===== src/rtl/demux_pkg.sv =====
// Shared types and constants for the demux dispatch slice.
// Latency: n/a (declarations only).
// Backpressure: n/a.
package demux_pkg;

    localparam int N_CH  = 8;
    localparam int SEL_W = 3;
    localparam int CNT_W = 16;

    typedef enum logic {
        IDLE = 1'b0,
        HOLD = 1'b1
    } state_t;

    localparam logic [CNT_W-1:0] CNT_ONE = CNT_W'(1);

    // Event counters stick at all-ones instead of wrapping.
    function automatic logic [CNT_W-1:0] sat_inc(input logic [CNT_W-1:0] v);
        return (&v) ? v : v + CNT_ONE;
    endfunction

endpackage


===== src/rtl/demux_wait_ctr.sv =====
// Wait counter: counts enabled cycles since clear, flags the last allowed cycle.
// Latency: expired is a decode of the registered count (same cycle).
// Backpressure: none; caller decides when to clear/enable.
module demux_wait_ctr
    import demux_pkg::*;
#(
    parameter int TIMEOUT = 16
) (
    input  logic clk,
    input  logic rst_n,
    input  logic clear,
    input  logic enable,
    output logic expired
);

    localparam logic [CNT_W-1:0] LAST = CNT_W'(TIMEOUT - 1);

    logic [CNT_W-1:0] cnt;

    // Count stalled cycles; clear has priority so a new item always starts at zero.
    always_ff @(posedge clk) begin
        if (!rst_n) begin
            cnt <= '0;
        end else if (clear) begin
            cnt <= '0;
        end else if (enable && (cnt != '1)) begin
            cnt <= cnt + CNT_ONE;
        end
    end

    assign expired = (cnt == LAST);

endmodule


===== src/rtl/demux_dispatch.sv =====
// One-entry feeder for the 1:8 demux: holds an item, steers it by address or round-robin.
// Latency: item accepted at edge k is presented on sel/out_data/out_valid in cycle k+1.
// Backpressure: in_ready follows the selected channel's ready; stalled items drop after TIMEOUT cycles.
module demux_dispatch
    import demux_pkg::*;
#(
    parameter int DATA_W  = 8,
    parameter int TIMEOUT = 16
) (
    input  logic              clk,
    input  logic              rst_n,
    input  logic              in_valid,
    output logic              in_ready,
    input  logic [DATA_W-1:0] in_data,
    input  logic [SEL_W-1:0]  in_dest,
    input  logic              mode,
    output logic [SEL_W-1:0]  sel,
    output logic [DATA_W-1:0] out_data,
    output logic [N_CH-1:0]   out_valid,
    input  logic [N_CH-1:0]   out_ready,
    output logic [CNT_W-1:0]  drop_cnt,
    output logic [CNT_W-1:0]  sent_cnt
);

    state_t           state;
    state_t           state_nxt;
    logic [SEL_W-1:0] rr_ptr;
    logic             hold;
    logic             chan_rdy;
    logic             accept;
    logic             deliver;
    logic             expired;
    logic             drop;

    assign hold     = (state == HOLD);
    assign chan_rdy = out_ready[sel];
    assign deliver  = hold & chan_rdy;
    // Gated by rst_n so upstream never sees ready while the block is held in reset.
    assign in_ready = rst_n & (~hold | chan_rdy);
    assign accept   = in_valid & in_ready;
    // Delivery wins over expiry: drop only when the channel is still not ready.
    assign drop     = hold & ~chan_rdy & expired;

    demux_wait_ctr #(
        .TIMEOUT (TIMEOUT)
    ) u_wait_ctr (
        .clk     (clk),
        .rst_n   (rst_n),
        .clear   (accept | ~hold),
        .enable  (hold & ~chan_rdy),
        .expired (expired)
    );

    // One-hot valid toward the selected channel while an item is held.
    always_comb begin
        out_valid      = '0;
        out_valid[sel] = hold;
    end

    // State register.
    always_ff @(posedge clk) begin
        if (!rst_n) begin
            state <= IDLE;
        end else begin
            state <= state_nxt;
        end
    end

    // Next state: a same-cycle accept keeps us in HOLD with the new item.
    always_comb begin
        state_nxt = state;
        case (state)
            IDLE: begin
                if (accept) state_nxt = HOLD;
            end
            HOLD: begin
                if (accept)       state_nxt = HOLD;
                else if (deliver) state_nxt = IDLE;
                else if (drop)    state_nxt = IDLE;
            end
            default: state_nxt = IDLE;
        endcase
    end

    // Held item capture, channel select, round-robin pointer and event counters.
    always_ff @(posedge clk) begin
        if (!rst_n) begin
            sel      <= '0;
            out_data <= '0;
            rr_ptr   <= '0;
            sent_cnt <= '0;
            drop_cnt <= '0;
        end else begin
            if (accept) begin
                out_data <= in_data;
                sel      <= mode ? rr_ptr : in_dest;
                if (mode) rr_ptr <= rr_ptr + 3'd1;
            end
            if (deliver) sent_cnt <= sat_inc(sent_cnt);
            if (drop)    drop_cnt <= sat_inc(drop_cnt);
        end
    end

endmodule


===== config.mk =====
export PLATFORM = sky130hd
export DESIGN_NAME = demux_dispatch
export DESIGN_NICKNAME = d
export VERILOG_FILES = /design/src/rtl/demux_pkg.sv /design/src/rtl/demux_wait_ctr.sv /design/src/rtl/demux_dispatch.sv
export SDC_FILE = /design/constraint.sdc
export NUM_CORES = 1
export LEC_CHECK = 0
export BUFFER_PORTS_ARGS = -buffer_cell sky130_fd_sc_hd__buf_2
export CAP_MARGIN = 20
export CORE_MARGIN = 4
export CORE_UTILIZATION = 59
export CTS_CLUSTER_SIZE = 16
export DETAILED_ROUTE_END_ITERATION = 6
export GPL_ROUTABILITY_DRIVEN = 0
export PLACE_DENSITY = 0.84
export RECOVER_POWER = 50
export SETUP_SLACK_MARGIN = 0.5
export SLEW_MARGIN = 20
export SYNTH_ARGS = -nofsm -noshare
export SYNTH_HDL_FRONTEND = slang
export SYNTH_SLANG_ARGS = --single-unit

===== constraint.sdc =====
create_clock -name clk -period 6.25 [get_ports clk]
set_input_delay 1.25 -clock clk [delete_from_list [all_inputs] [get_ports clk]]
set_output_delay 1.25 -clock clk [all_outputs]
set_load 0.1 [all_outputs]

==> results of run 1 <==
[layer usage]
metal	share of wire	wire length (microns)	vias to the layer above	track usage
li1	-	-	1754	-
met1	0.43	3900	1737	0.311
met2	0.48	4340	157	0.423
met3	0.067	605	24	0.0579
met4	0.021	187	0	0.0878
met5	0	0	-	0
[worst max-delay path, cell delays in order]
cell      delay [ns]
buf_2           0.09
mux2_1          0.30
o22a_1          0.28
a21oi_1         0.19
clkbuf_1        0.45
nor2_1          0.07
buf_2           0.31
[cell families after synthesis]
logic type / after synthesis / share of synthesized area
AOI/OAI and AO/OA: 109 / 0.197
adders and majority gates: 4 / 0.0145
buffers and inverters: 38 / 0.0452
muxes: 20 / 0.0597
and+or+nand+nor: 192 / 0.319
DFF: 63 / 0.364
[metrics by stage]
stage          hold WS [ns]  worst slack (ns)  cell area [sq um]
6_report              0.478              2.05               4020
2_1_floorplan         0.446              1.65               3460
4_1_cts               0.477              2.37               4080
3_3_place_gp          0.459              2.37               3860
5_1_grt               0.509              1.94               4020
3_5_place_dp          0.466              2.38               3860
[cell usage after synthesis (2+ instances only)]
cell,instances
a211o_1,2
a211oi_1,4
a21oi_1,46
and3_1,9
and4_1,7
buf_2,5
clkbuf_1,22
dfxtp_1,63
ha_1,4
inv_1,9
mux2i_1,18
nand2_1,35
nand2b_1,16
nand3_1,27
nand4_1,15
nand4b_1,5
nor2_1,20
nor2b_1,2
nor3_1,8
nor4_1,11
nor4_2,2
nor4b_1,2
o211ai_1,3
o21ai_0,17
o31ai_1,24
o41ai_1,2
or3_1,7
or4_1,22
[flip-flops by register name, indices dropped and copies added (netlist names)]
signal          flops
drop_cnt           16
sent_cnt           16
out_data            8
sel                 3
u_wait_ctr.cnt     16
hold                1
rr_ptr              3
[worst max-delay path by stage]
stage,start,end,slack (ns),depth (start not counted)
finish,out_ready[7],in_ready,2.05,7
global placement,out_ready[6],in_ready,2.37,7
global route,out_ready[7],in_ready,1.94,7
detailed placement,out_ready[6],in_ready,2.38,7
CTS,out_ready[6],in_ready,2.37,7
floorplan,sel[1]$_SDFFE_PN0P_,out_valid[2],1.65,2
[power groups by stage]
| stage | sequential, mW | combinational [mW] | clock (mW) |
|---|---|---|---|
| final | 0.418 | 0.127 | 0.390 |
| after global routing | 0.419 | 0.135 | 0.411 |
| after CTS | 0.418 | 0.130 | 0.393 |
| after detailed placement | 0.427 | 0.129 | 0 |
| after global placement | 0.426 | 0.127 | 0 |
| after floorplan | 0.465 | 0.0648 | 0 |
[layout make-up]
cell class | instances | area (sq um)
Clock buffer | 9 | 124
Clock inverter | 7 | 97.6
Fill cell | 479 | 1590
Inverter | 9 | 33.8
Multi-Input combinational cell | 325 | 2050
Sequential cell | 63 | 1260
Tap cell | 72 | 90.1
Timing Repair Buffer | 81 | 363
==> impl_results.md, run 1 <==
* Status: complete, no violations
* Final-report setup violation count at 0
* CTS tree: built
* Nets at 516
* Skew final at 0.00931 ns
* ANT nets after route at 0
* GR Overflow Total at 0
* Initial Util at 0.617
* Vias per cell at 6.49
* Die width at 84.6 microns
* Pwr/cell area at 232 nW/um^2
* Clock-pin slew on the worst setup and hold paths at 0.07 ns
* RSZ-0062 raised after global routing: false
* DR pass1 iterations at 5
* Via Count at 3672
* Skew-Pair Late Insertion Delay at 0.34 ns
* Peak VDD IR at 0.184 mV
* Hold_sp: out_data[1]$_SDFFE_PN0P_
* Worst Hold Class: reg2reg
* Final period utilization at 0.671
* Clock power share at 0.417
* I/O pins at 75
* Area growth syn-to-layout at 16.2%
* Final wirelength at 9030 microns
* Worst-margin pin slew at 1.20 ns
* Post-CTS sizing at 0
* Mapped Area at 3460 sq um
* WP data arrival at 2.95 ns
* Tot GR Track Use at 0.250
* Hold depth at 2
* Die area at 7160 sq um
* Top cell type's share of synthesized area at 0.364
* Post-DR wirelength/cell at 16.0 microns
* Leakage at 1.32 nW
* Synth cell types at 47
* Switch share at 0.294
* Crit Path Max Fanout at 15
* Avg Cell Area, Syn at 8.12 sq um
* Fin. Hold Viols at 0
* ANT cells at 0
* Initial DRC count at 196
* HPWL after detailed placement at 6320 microns
* Crit Path Category: in2out
* Vias in the first global route at 3341
* P_sw at 0.275 mW
* Hold_buf cts at 0
* R2R setup slack at 3.42 ns
* Area leader, netlist: dfxtp_1
* Largest net degree at the start of global routing at 34
* EDFF count, synth at 0
* Maximum clock rate at 238 MHz
* CTS buffer count at 9
* Synth top area cells: dfxtp_1 (36%), a21oi_1 (6.7%), mux2i_1 (5.2%)
* Commonest non-fill, non-tap cell in the layout: dfxtp_1
* Placed insts at 549
* Minimum clock period at 4.20 ns
* Max-cap viol count at 0
* Ys Warns at 0
* Max-slew violations at 0
* Number of setup buffers added after CTS at 0
* Root Driver: clkbuf_8
* Reg2Reg Depth at 6
* FF-to-FF End: u_wait_ctr.cnt[6]$_SDFFE_PP0P_
* CP Capture Type: output port
* DRC at 0
* Die height at 84.6 microns
* CTS Buffer Depth at 2
* Yosys reg bits at 63
* Sequential Power Share at 0.447
* Cell Rows at 27
* Fraction of layout cells with a size suffix above 1 at 0.138
* Slew headroom at 0.201
* Antenna violations before repair at 0
* Clock sink count at 63
* Core area at 5610 sq um
* Register area share after synthesis at 0.364
* Syn Inst Count at 426
* Worst R2R Start: sel[0]$_SDFFE_PN0P_
* Final Non-Filler Cells at 566
* Top FF cell, synth: dfxtp_1
* Comb pwr share at 0.136
* Required @ worst endpoint at 5.00 ns
* Port Buf Inserts at 74
* Post-synthesis net count at 453
* Final total power at 0.934 mW
* First-pass GRT wire length at 15100 microns
* Startpoint Class: primary input
* Core Util, Final at 0.717
* Setup TNS at 0 ns
* Most frequent cells in the layout: dfxtp_1 (63), a21oi_1 (46), clkbuf_1 (40), buf_2 (37), nand2_1 (35)
* Asr flop ratio synth at 0
* H-tree Lvls at 3
* WHS Endpoint: out_data[1]$_SDFFE_PN0P_
* Internal power at 0.660 mW
No activity file was read; power rests on OpenSTA's default activity.
==> run 2: changes to the inputs <==
- ABC_AREA: unset -> 1
- CORE_UTILIZATION: 59 -> 55
- PLACE_DENSITY: 0.84 -> 0.78
- clock period: 6.25 -> 4.2 ns (I/O delays scaled with it)
==> impl_results.md, run 2 <==
* Status: complete, no violations
* ANT nets after route at 0 (unchanged)
* Die height at 90.1 microns (+6.5%)
* Synth top area cells: dfxtp_1 (34%), nand2_1 (14%), nand3_1 (6.1%)
* Max-slew violations at 0 (unchanged)
* Crit Path Category: reg2out
* Synth cell types at 37 (-21%)
* Peak VDD IR at 0.288 mV (+57%)
* Minimum clock period at 3.14 ns
* DRC at 0 (unchanged)
* Worst Hold Class: reg2reg
* Final-report setup violation count at 0 (unchanged)
* Most frequent cells in the layout: nand2_1 (138), dfxtp_1 (63), buf_2 (53), nor2_1 (52), nand3_1 (48)
* Yosys reg bits at 63 (unchanged)
* Tot GR Track Use at 0.203 (-0.0471)
* Reg2Reg Depth at 7 (+1)
* Final wirelength at 8100 microns (-10%)
* Die width at 90.1 microns (+6.5%)
* Startpoint Class: register
* Clock sink count at 63 (unchanged)
* GRT met2 Usage at 0.332 (-0.0911)
* Skew final at 0.00952 ns (+0.000202 ns)
* Pre-CTS setup slack at 1.34 ns (-1.04 ns)
* Initial Util at 0.574 (-0.0433)
* Die area at 8120 sq um (+13%)
* Post-DP Area at 4070 sq um (+5.6%)
* Met3 usage at 0.0359 (-0.0220)
* Antenna violations before repair at 0 (unchanged)
* Final instance area at 4140 sq um (+3.0%)
* Largest net degree at the start of global routing at 31 (-8.8%)
* Top cells by count, synth: nand2_1 (138), dfxtp_1 (63), nor2_1 (50), inv_1 (45), nand3_1 (45)
* EDFF count, synth at 0 (unchanged)
* Fin. Hold Viols at 0 (unchanged)
* Crit Path Max Fanout at 12 (-3)
* RSZ-0062 raised after global routing: false
* Asr flop ratio synth at 0 (unchanged)
* Main combinational cell family by area after synthesis: simple AND/OR/NAND/NOR gates
* CP Capture Type: output port
* Top cell type's share of synthesized area at 0.340 (-0.0241)
* H-tree Lvls at 3 (unchanged)
* Most frequent cell after synthesis: nand2_1
* Commonest non-fill, non-tap cell in the layout: nand2_1
* Fraction of layout cells with a size suffix above 1 at 0.175 (+0.0378)
* Hold_buf cts at 0 (unchanged)
* Post-synthesis net count at 557 (+23%)
* Mapped Area at 3710 sq um (+7.1%)
* Max-cap viol count at 0 (unchanged)
* Vias per cell at 5.19 (-20%)
* First-pass GRT wire length at 14000 microns (-6.9%)
* Final period utilization at 0.748
* Fillcell total at 621 (+30%)
* Required @ worst endpoint at 3.36 ns (-1.64 ns)
* CTS buffer count at 9 (unchanged)
* Busiest grt layer: met2
* Core Util, Final at 0.641 (-0.0759)
* Avg Cell Area, Syn at 6.99 sq um (-14%)
* Number of setup buffers added after CTS at 0 (unchanged)
* DR pass1 iterations at 5 (unchanged)
* Pwr/cell area at 301 nW/um^2 (+30%)
* Xor-xnor portion of the synthesized cell area at 0.0827 (+0.0827)
* Adder-Cell Fraction of Synth Area at 0.0135 (-0.000957)
* Slew headroom at 0.216 (+0.0150)
* I/O pins at 75 (unchanged)
* Mux cell area share after synthesis at 0.00912 (-0.0505)
* Via Count at 3532 (-3.8%)
* Post-DR wirelength/cell at 11.9 microns (-25%)
* Cell Rows at 29 (+7.4%)
* WP data arrival at 2.30 ns (-0.65 ns)
* Initial DRC count at 187 (-4.6%)
* Nets at 627 (+22%)
* Clock-pin slew on the worst setup and hold paths at 0.06 ns (about the same)
* Ys Warns at 0 (unchanged)
* Core area at 6460 sq um (+15%)
* ANT cells at 0 (unchanged)
* Register area share after synthesis at 0.340 (-0.0241)
* Leakage at 1.70 nW (+29%)
* Hold Worst Slack at 0.467 ns (-0.0113 ns)
* Root Driver: clkbuf_8
* Worst-margin pin slew at 1.18 ns (-0.0174 ns)
* Post-synthesis simple-gate area fraction at 0.378 (+0.0596)
* Area growth syn-to-layout at 11.7%
* CTS Buffer Depth at 2 (unchanged)
* CTS tree: built
* Setup slack after layout at 1.06 ns (-0.997 ns)
* Area leader, netlist: dfxtp_1
* Port Buf Inserts at 74 (unchanged)
* Syn Inst Count at 530 (+24%)
* Post-CTS sizing at 0 (unchanged)
* Vias in the first global route at 3211 (-3.9%)
* GR Overflow Total at 0 (unchanged)
* Biggest regs: drop_cnt (16), sent_cnt (16), u_wait_ctr.cnt (16)
* Top FF cell, synth: dfxtp_1
* HPWL after detailed placement at 5970 microns (-5.5%)
* Hold depth at 2 (unchanged)
* Compound-Gate Fraction of Synth Area at 0.0918 (-0.106)
* GRT met1 Usage at 0.262 (-0.0496)
* Maximum clock rate at 318 MHz
* Skew-Pair Late Insertion Delay at 0.34 ns (about the same)
* Setup TNS at 0 ns (unchanged)
-- run 2: changes by cell type after synthesis, sizes merged, moves of 16 or more --
| cell | previous run | this run |
|---|---|---|
| nand2 | 35 | 153 |
| inv | 9 | 52 |
| nor2 | 20 | 55 |
| xor2 | 0 | 25 |
| o31ai | 24 | 1 |
| nand3 | 27 | 49 |
| or4 | 22 | 0 |
| mux2i | 18 | 0 |
| nand2b | 16 | 0 |
-- run 2: final timing paths --
| kind | startpoint | end | slack [ns] |
|---|---|---|---|
| max | sel[0]$_SDFFE_PN0P_ | in_ready | 1.06 |
| min | out_data[3]$_SDFFE_PN0P_ | out_data[3]$_SDFFE_PN0P_ | 0.47 |
| max reg2reg | u_wait_ctr.cnt[0]$_SDFFE_PP0P_ | drop_cnt[9]$_SDFFE_PN0P_ | 1.54 |
| min reg2reg | out_data[3]$_SDFFE_PN0P_ | out_data[3]$_SDFFE_PN0P_ | 0.47 |
-- run 2: cell families after synthesis --
kind of cell               after synthesis
and+or+nand+nor                        296
buffers and inverters                   69
DFF                                     63
AOI/OAI and AO/OA                       60
xor gates and xnor gates                35
adders and majority gates                4
muxes                                    3
-- run 2: cell type report --
class	instances	area, sq um	area share
sequential	63	1260	0.305
tap	77	96.3	0.0233
multi-input combinational	398	2070	0.500
clock inverter	5	25.0	0.00604
timing repair buffer	76	355	0.0858
inverter	52	195	0.0471
clock buffer	10	138	0.0332
-- run 2: metrics by stage --
stage	cells	power, mW
6_report	681	1.25
5_1_grt	681	1.30
4_1_cts	681	1.27
3_5_place_dp	666	0.820
3_3_place_gp	666	0.818
2_1_floorplan	530	0.786
-- run 2: critical path, cell delays in order, from the launching register on --
cell and delay [ns]:
dfxtp_1 0.45, inv_1 0.16, nand2_1 0.09, nand3_1 0.07, nand2_1 0.11, nor2_1 0.07
a21oi_1 0.11, clkbuf_1 0.38, buf_2 0.52
-- run 2: where the power goes --
| group | leakage (nW) | total (mW) | internal, mW | switching [mW] |
|---|---|---|---|---|
| logic | 1.10 | 0.181 | 0.0336 | 0.148 |
| clock network | 0.0914 | 0.446 | 0.221 | 0.225 |
| registers | 0.510 | 0.619 | 0.609 | 0.0107 |
-- run 2: layer usage --
| layer | wire, microns | share of wire | vias up |
|---|---|---|---|
| met5 | 0 | 0 | - |
| met4 | 123 | 0.015 | 0 |
| met3 | 415 | 0.051 | 12 |
| met2 | 3880 | 0.48 | 89 |
| met1 | 3680 | 0.45 | 1591 |
| li1 | - | - | 1840 |
==> run 3: changes to the inputs <==
- CORE_UTILIZATION: 55 -> 50
- PLACE_DENSITY: 0.78 -> 0.75
- clock period: 4.2 -> 2.6 ns (I/O delays scaled with it)
==> impl_results.md, run 3 (same netlist as run 2, synthesis figures left out) <==
* Most frequent cells in the layout: nand2_1 (136), nand3_1 (46), inv_1 (45), clkbuf_1 (44), nor2_1 (41)
* Initial Util at 0.514 (-0.0601)
* Core area at 7210 sq um (+12%)
* Cell Rows at 31 (+6.9%)
* Final Non-Filler Cells at 708 (+4.0%)
* DR pass1 iterations at 4 (-1)
* CTS tree: built
* Hold Worst Slack at 0.406 ns (-0.0603 ns)
* Max-cap viol count at 0 (unchanged)
* Peak VDD IR at 0.262 mV (-9.0%)
* FF-to-FF End: u_wait_ctr.cnt[2]$_SDFFE_PP0P_
* Nets at 631 (+0.64%)
* Max-slew violations at 0 (unchanged)
* Biggest regs: drop_cnt (16), sent_cnt (16), u_wait_ctr.cnt (16)
* CTS Buffer Depth at 2 (unchanged)
* Initial DRC count at 148 (-21%)
* Clock sink count at 63 (unchanged)
* Maximum clock rate at 459 MHz
* WHS Endpoint: out_data[5]$_SDFFE_PN0P_
* Crit Path Max Fanout at 6 (-6)
* Vias per cell at 5.04 (-2.9%)
* Largest net degree at the start of global routing at 31 (unchanged)
* Final-report setup violation count at 0 (unchanged)
* Fraction of layout cells with a size suffix above 1 at 0.235 (+0.0593)
* Worst-margin pin slew at 1.19 ns (+0.0133 ns)
* Worst Hold Class: in2reg
* Final wirelength at 8320 microns (+2.7%)
* Met3 usage at 0.0473 (+0.0114)
* Die width at 94.1 microns (+4.5%)
* Clock-pin slew on the worst setup and hold paths at 0.08 ns (+0.02 ns)
* Antenna violations before repair at 0 (unchanged)
* Leakage at 1.67 nW (-1.9%)
* Pwr/cell area at 501 nW/um^2 (+66%)
* Final period utilization at 0.838
* Busiest grt layer: met2
* ANT cells at 0 (unchanged)
* I/O pins at 75 (unchanged)
* WP data arrival at 1.66 ns (-0.64 ns)
* GR Overflow Total at 0 (unchanged)
* Post-DR wirelength/cell at 11.8 microns (-1.2%)
* Crit Path Category: reg2out
* Die height at 94.1 microns (+4.5%)
* Minimum clock period at 2.18 ns
* Startpoint Class: register
* Required @ worst endpoint at 2.08 ns (-1.28 ns)
* DRC at 0 (unchanged)
* R2R setup slack at 0.51 ns (-1.03 ns)
* Final instance area at 4460 sq um (+7.6%)
* Worst R2R Start: sel[0]$_SDFFE_PN0P_
* Tot GR Track Use at 0.196 (-0.00696)
* Skew final at 0.00975 ns (+0.000228 ns)
* Hold depth at 3 (+1)
* GRT met1 Usage at 0.250 (-0.0122)
* HPWL after detailed placement at 6020 microns (+0.87%)
* Skew-Pair Late Insertion Delay at 0.34 ns (about the same)
* Post-DP Area at 4220 sq um (+3.7%)
* ANT nets after route at 0 (unchanged)
* H-tree Lvls at 3 (unchanged)
* Reg2Reg Depth at 9 (+2)
* CP max-delay cell: clkbuf_1
* Critical path, cell by cell: clkbuf_1
* Port Buf Inserts at 74 (unchanged)
* Slew headroom at 0.207 (-0.00886)
* First-pass GRT wire length at 14200 microns (+0.93%)
* Via Count at 3566 (+0.96%)
* RSZ-0062 raised after global routing: true
* Area growth syn-to-layout at 20.2%
* Die area at 8850 sq um (+9.1%)
* CP Capture Type: output port
* Hold_sp: in_data[5]
* CTS buffer count at 9 (unchanged)
* Vias in the first global route at 3250 (+1.2%)
* GRT met2 Usage at 0.313 (-0.0188)
* CP bufs+invs at 1 (-2)
* Placed insts at 688 (+3.3%)
* Setup TNS at 0 ns (unchanged)
* Root Driver: clkbuf_8
* Commonest non-fill, non-tap cell in the layout: nand2_1
* Status: complete, no violations
* Slowest cell delay on critical path at 0.89 ns (+0.37 ns)
* Fin. Hold Viols at 0 (unchanged)
* Crit path max-delay family: buffers and inverters
==> run 3: changes by cell type in the layout (fill, tap and decap cells not counted), moves of 5 or more <==
cell,change
a21oi_1,-6
a21oi_2,+5
buf_2,-30
buf_4,+11
clkbuf_1,+22
dfxtp_1,-30
dfxtp_2,+25
dfxtp_4,+5
nor2_1,-11
nor2_4,+9
==> run 3: worst max path at each step <==
stage	from	to	cells past startpoint
floorplan	sent_cnt[0]$_SDFFE_PN0P_	sent_cnt[6]$_SDFFE_PN0P_	11
global placement	out_ready[6]	in_ready	8
detailed placement	out_ready[2]	in_ready	8
CTS	sel[1]$_SDFFE_PN0P_	in_ready	7
global route	sel[1]$_SDFFE_PN0P_	u_wait_ctr.cnt[6]$_SDFFE_PP0P_	9
finish	sent_cnt[11]$_SDFFE_PN0P_	sent_cnt[11]	1
==> run 3: cell type report <==
class,instances,area [sq um]
fillers,656,2760
multi-input cells,398,2220
flip-flops and latches,63,1310
repair buffers,80,394
inverters,52,195
clock buffers,10,128
well taps,99,124
clock inverters,6,83.8
==> run 3: timing repair <==
item                                    4_1_cts  5_1_grt
endpoints found under the setup margin        9       25
gates resized for setup                      11        8
setup buffers                                 0        4
pin swaps                                     0        1
hold buffers                                  0        0
==> run 3: power by group <==
| group | internal [mW] | switching [mW] | leakage [nW] |
|---|---|---|---|
| sequential | 0.981 | 0.0192 | 0.526 |
| combinational | 0.0692 | 0.256 | 1.04 |
| clock | 0.537 | 0.370 | 0.107 |
| total | 1.59 | 0.645 | 1.67 |
==> run 3: routing by layer <==
layer	wire length (microns)	up-vias
met3	506	17
met4	169	0
met5	0	-
li1	-	1864
met2	3770	100
met1	3880	1585
==> run 3: per-stage QoR <==
stage | setup slack, ns | power, mW | util
global route | 0.217 | 2.33 | 0.618
CTS | 0.346 | 2.25 | 0.619
detailed placement | 0.192 | 1.34 | 0.585
floorplan | 0.515 | 1.28 | -
finish | 0.420 | 2.23 | 0.618
global placement | 0.208 | 1.33 | 0.585
==> run 3: worst reg2reg max path, delay by kind of cell (launching register included) <==
family	cells	cell delay [ns]
AND/OR/NAND/NOR	7	1.32
flip-flops	1	0.37
AO/OA/AOI/OAI	1	0.23
buffers and inverters	1	0.10
